[src/rtl/cond_unit_pkg.sv]
// Shared CPU definitions: condition codes and the bit positions of N,Z,C,V
// within the architectural flags register.
package cond_unit_pkg;

    typedef enum logic [3:0] {
        COND_EQ = 4'h0,
        COND_NE = 4'h1,
        COND_CS = 4'h2,
        COND_CC = 4'h3,
        COND_MI = 4'h4,
        COND_PL = 4'h5,
        COND_VS = 4'h6,
        COND_VC = 4'h7,
        COND_HI = 4'h8,
        COND_LS = 4'h9,
        COND_GE = 4'hA,
        COND_LT = 4'hB,
        COND_GT = 4'hC,
        COND_LE = 4'hD,
        COND_AL = 4'hE,
        COND_NV = 4'hF
    } cond_e;

    localparam int FLAG_N = 3;
    localparam int FLAG_Z = 2;
    localparam int FLAG_C = 1;
    localparam int FLAG_V = 0;

endpackage

[src/rtl/cond_unit_cond_check.sv]
// Combinational condition evaluation of a 4-bit condition code against {N,Z,C,V}.
module cond_check
    import cond_unit_pkg::*;
(
    input  logic [3:0] i_cond,
    input  logic [3:0] i_flags,
    output logic       o_pass
);

    logic w_n, w_z, w_c, w_v;

    assign w_n = i_flags[FLAG_N];
    assign w_z = i_flags[FLAG_Z];
    assign w_c = i_flags[FLAG_C];
    assign w_v = i_flags[FLAG_V];

    always_comb begin
        o_pass = 1'b0;
        case (cond_e'(i_cond))
            COND_EQ: o_pass = w_z;
            COND_NE: o_pass = !w_z;
            COND_CS: o_pass = w_c;
            COND_CC: o_pass = !w_c;
            COND_MI: o_pass = w_n;
            COND_PL: o_pass = !w_n;
            COND_VS: o_pass = w_v;
            COND_VC: o_pass = !w_v;
            COND_HI: o_pass = w_c && !w_z;
            COND_LS: o_pass = !w_c || w_z;
            COND_GE: o_pass = (w_n == w_v);
            COND_LT: o_pass = (w_n != w_v);
            COND_GT: o_pass = !w_z && (w_n == w_v);
            COND_LE: o_pass = w_z || (w_n != w_v);
            COND_AL: o_pass = 1'b1;
            COND_NV: o_pass = 1'b0;
            default: o_pass = 1'b0;
        endcase
    end

endmodule

[src/rtl/cond_unit.sv]
// Condition/flags stage: evaluates the condition against the architectural flags,
// updates the flags and registers the gated result toward memory/writeback.
module cond_unit
    import cond_unit_pkg::*;
(
    input  logic        clk,
    input  logic        reset,
    input  logic        in_valid,
    output logic        in_ready,
    input  logic [3:0]  cond,
    input  logic [1:0]  flag_write,
    input  logic [3:0]  alu_flags,
    input  logic [31:0] alu_result,
    input  logic [3:0]  rd_in,
    input  logic        reg_write_in,
    input  logic        mem_write_in,
    input  logic        pc_src_in,
    input  logic        flush,
    output logic        out_valid,
    input  logic        out_ready,
    output logic [31:0] out_result,
    output logic [3:0]  out_rd,
    output logic        reg_write,
    output logic        mem_write,
    output logic        pc_src,
    output logic        cond_ex,
    output logic [3:0]  flags,
    output logic        carry_to_alu
);

    logic        r_out_valid;
    logic [31:0] r_result;
    logic [3:0]  r_rd;
    logic        r_reg_write;
    logic        r_mem_write;
    logic        r_pc_src;
    logic        r_cond_ex;
    logic [3:0]  r_flags;

    logic        w_pass;
    logic        w_transfer;
    logic [3:0]  w_flags_nxt;

    cond_check u_cond_check (
        .i_cond  (cond),
        .i_flags (r_flags),
        .o_pass  (w_pass)
    );

    assign in_ready   = !r_out_valid || out_ready;
    assign w_transfer = in_valid && in_ready && !flush;

    always_comb begin
        w_flags_nxt = r_flags;
        if (w_transfer && w_pass) begin
            if (flag_write[1]) w_flags_nxt[FLAG_N:FLAG_Z] = alu_flags[FLAG_N:FLAG_Z];
            if (flag_write[0]) w_flags_nxt[FLAG_C:FLAG_V] = alu_flags[FLAG_C:FLAG_V];
        end
    end

    always_ff @(posedge clk) begin
        if (reset) begin
            r_out_valid <= 1'b0;
            r_result    <= '0;
            r_rd        <= '0;
            r_reg_write <= 1'b0;
            r_mem_write <= 1'b0;
            r_pc_src    <= 1'b0;
            r_cond_ex   <= 1'b0;
            r_flags     <= '0;
        end else begin
            r_flags <= w_flags_nxt;
            if (w_transfer) begin
                r_out_valid <= 1'b1;
                r_result    <= alu_result;
                r_rd        <= rd_in;
                r_reg_write <= reg_write_in && w_pass;
                r_mem_write <= mem_write_in && w_pass;
                r_pc_src    <= pc_src_in && w_pass;
                r_cond_ex   <= w_pass;
            end else if (flush || out_ready) begin
                r_out_valid <= 1'b0;
            end
        end
    end

    // Side-effecting requests are masked once the held instruction has drained or been killed.
    assign reg_write    = r_reg_write && r_out_valid;
    assign mem_write    = r_mem_write && r_out_valid;
    assign pc_src       = r_pc_src && r_out_valid;
    assign out_valid    = r_out_valid;
    assign out_result   = r_result;
    assign out_rd       = r_rd;
    assign cond_ex      = r_cond_ex;
    assign flags        = r_flags;
    assign carry_to_alu = r_flags[FLAG_C];

endmodule

[config.mk]
export PLATFORM = sky130hd
export DESIGN_NAME = cond_unit
export DESIGN_NICKNAME = d
export VERILOG_FILES = /design/src/rtl/cond_unit_pkg.sv /design/src/rtl/cond_unit_cond_check.sv /design/src/rtl/cond_unit.sv
export SDC_FILE = /design/constraint.sdc
export NUM_CORES = 1
export LEC_CHECK = 0
export CORE_ASPECT_RATIO = 2
export CORE_MARGIN = 1.5
export CORE_UTILIZATION = 60
export CTS_CLUSTER_SIZE = 14
export DETAILED_ROUTE_END_ITERATION = 6
export DONT_BUFFER_PORTS = 1
export PLACE_DENSITY = 0.83
export SYNTH_ARGS = -nofsm -noshare
export SYNTH_HDL_FRONTEND = slang
export SYNTH_SLANG_ARGS = --single-unit
[constraint.sdc]
create_clock -name clk -period 2.4 [get_ports clk]
set_input_delay 0.48 -clock clk [delete_from_list [all_inputs] [get_ports clk]]
set_output_delay 0.48 -clock clk [all_outputs]
set_load 0.02 [all_outputs]
==> results.md <==
- I/O Pins: 101
- Post-synth EDFFs: 0
- Initial antenna violation count: 0
- Main synth FF type: dfxtp_1
- Final hold violation count: 0
- Synthesized area: 1820 um^2
- Worst-skew pair later-pin latency: 290 ps
- Clock transition at path regs: around 80 ps
- Maxcap violations: 0
- DR vias: 1494
- Hold WC Path Type: input pin to flip-flop
- Maximum fanout along the worst path: 6
- CTS root buffer: clkbuf_8
- DR iter-0 viols: 34
- Setup violators final: 0
- Via/cell ratio: 5.86
- FFs w/ async S/R, synth: 0%
- CP Launch Type: flip-flop
- Vias in the first global route: approximately 1.4k
- Run status: completed
- Flops & latches, synth: 45
- Postcts setup bufs: 0
- Largest net degree at the start of global routing: 50
- Count leader, synth: nand2_1
- CTS sink count: 45
- Power consumption: between 0.001 and 0.0015 W
- Post-Synth Simple-Gate Area: 24.1%
- Synth top area share: 49.4%
- RSZ-0062 raised after global routing: no
- Fillers: 262
- WP data required: between 2000 and 3000 ps
- Number of remaining DRC errors: 0
- Area of the multi-input gates: 853 um^2
- Crit-path cells: xor3_1, a211o_1, o221ai_2, o211a_1, mux2i_1
- ANT cells: 0
- Core Area: 2910 um^2
- Final Skew: ~5.2 ps
- WL/cell: 15.1 um
- CTS Hold Bufs: 0
- R2R cell count: 5
- Dpl hpwl: ~2800 um
- Hold Path Cell Cnt: 1
- Synth Area in XOR/XNOR: 2.26%
- Unique masters post-synth: 28
- Biggest area consumer among synthesized cells: dfxtp_1
- P&R area growth vs syn: 5.90%
- CTS tree: done
- CP peak stage delay: approximately 410 ps
- Largest cells by area after synthesis: dfxtp_1, nand2_1, a21oi_1
- Rel. slew slack: about two thirds
- GR Overflow Total: 0
- Sequential Area: 901 um^2
- Die Span X: 42.0 um
- Worst ir drop on vdd: 650 uV
- Syn nets: between 200 and 300
- Setup TNS: 0 ps
- Clk buf depth: 2
- Ys Warns: 0
- Die Ht: 81.0 um
- Crit-path slowest cell: xor3_1
- Largest family of logic cells by synthesized area: simple AND/OR/NAND/NOR gates
- Effective utilization at floorplan: 62.7%
- Worst slew pin tran: around 520 ps
- Global placement routability congestion: 0.781
- Worst EP arrival: 2120 ps
- Crit path time final: around 1900 ps
- Pre-antenna DRT Iters: 4
- Worst setup EP type: flip-flop
- Cells after Synth: roughly 230
- Total Routing Usage GR: 23.4%
- Avg Cell Area, Syn: 8.03 um^2
- Final ANT Viol Nets: 0
- H-tree depth: 2
- Synth Area in Adders: 0%
- Site Rows: 28
- Worst Setup Path Type: flip-flop to flip-flop
- Synth cell count leaders: nand2_1, dfxtp_1, a21oi_1
- Synth Area in Compound Gates: 16.8%
- Pwr Density: 717 nW/um^2
- First-pass GRT wire length: between 6000 and 7000 um
- Period utilization: between 70% and 80%
- IO buf count: 0
- Leakage: 0.722 nW
- Final slew viol count: 0
- Multiplexer share of the synthesized area: 3.29%
- Die footprint: 3400 um^2
- WL final: 3840 um
- Nets@finish: between 200 and 300
- Achievable Freq: 527 MHz
- Share of post-route cells with drive strength above 1: 7.11%
- Post-cts resize count: 0
- Cts bufs inserted: 5
- Seq/Total Area, Yosys: 49.4%
through the flow:
| stage | instances | util (%) | hold WS, ps | area (um^2) | setup WS (ps) |
|---|---|---|---|---|---|
| after floorplan | 227 | - | 427 | 1820 | 430 |
| after global placement | 247 | 63.4 | 430 | 1840 | 557 |
| after detailed placement | 247 | 63.4 | 434 | 1840 | 511 |
| after CTS | 255 | 66.4 | 238 | 1930 | 497 |
| after global routing | 255 | 66.4 | 226 | 1930 | 367 |
| final | 255 | 66.4 | 248 | 1930 | 502 |
final timing paths:
path | start | endpoint | slack, ps
min | reset | out_result[26]$_SDFFE_PP0P_ | 250
max reg2reg | flags[0]$_SDFFE_PP0P_ | flags[3]$_SDFFE_PP0P_ | 500
max | flags[0]$_SDFFE_PP0P_ | flags[3]$_SDFFE_PP0P_ | 500
min reg2reg | r_pc_src$_SDFFE_PP0P_ | r_pc_src$_SDFFE_PP0P_ | 440
final cells by class:
| cell class | instances | area share (%) |
|---|---|---|
| flip-flops and latches | 45 | 46.7 |
| multi-input cells | 163 | 44.2 |
| clock buffers | 5 | 3.56 |
| repair buffers | 5 | 1.94 |
| well taps | 30 | 1.94 |
| clock inverters | 3 | 0.907 |
| inverters | 4 | 0.778 |
per-layer routing:
layer	up-vias	wire length, um	GRT usage [%]
met5	-	0	0
met2	71	2150	44.1
met3	10	305	6.44
met4	0	90	11.9
met1	673	1300	22.4
li1	740	-	-
sequential cells by signal, indices dropped and copies added, names as in the netlist:
name         cells
out_valid        1
r_reg_write      1
out_rd           4
flags            4
out_result      32
r_mem_write      1
r_pc_src         1
cond_ex          1
worst max-delay path: cells and delay by family, from the launching register on:
kind | cells | cell delay (ps)
DFF | 1 | 370
AOI/OAI and AO/OA | 3 | 860
muxes | 1 | 190
xor gates and xnor gates | 1 | 410
placed cells by master, fill, tap and decap left out, types with 2 or more instances in the layout:
cell,n
inv_1,4
nor2b_1,2
nand2_1,77
and2_1,3
xor2_1,2
mux2i_1,6
nand2b_1,7
clkinv_2,2
o211ai_1,3
nor3_1,2
a21oi_1,43
o21ai_0,2
clkbuf_8,5
dfxtp_1,45
o211a_1,2
nor2_1,2
buf_4,5
cells by family after synthesis:
family                    after synthesis
xor gates and xnor gates                3
DFF                                    45
buffers and inverters                  19
AOI/OAI and AO/OA                      54
and+or+nand+nor                       100
muxes                                   6
where the power goes:
part,leakage (nW),total [W],internal [W],switching (W)
sequential,0.367,0.000840,0.000779,0.0000609
combinational,0.311,0.000102,0.0000444,0.0000578
clock,0.0439,0.000442,0.000201,0.000241
(Power assumes the default switching activity.)
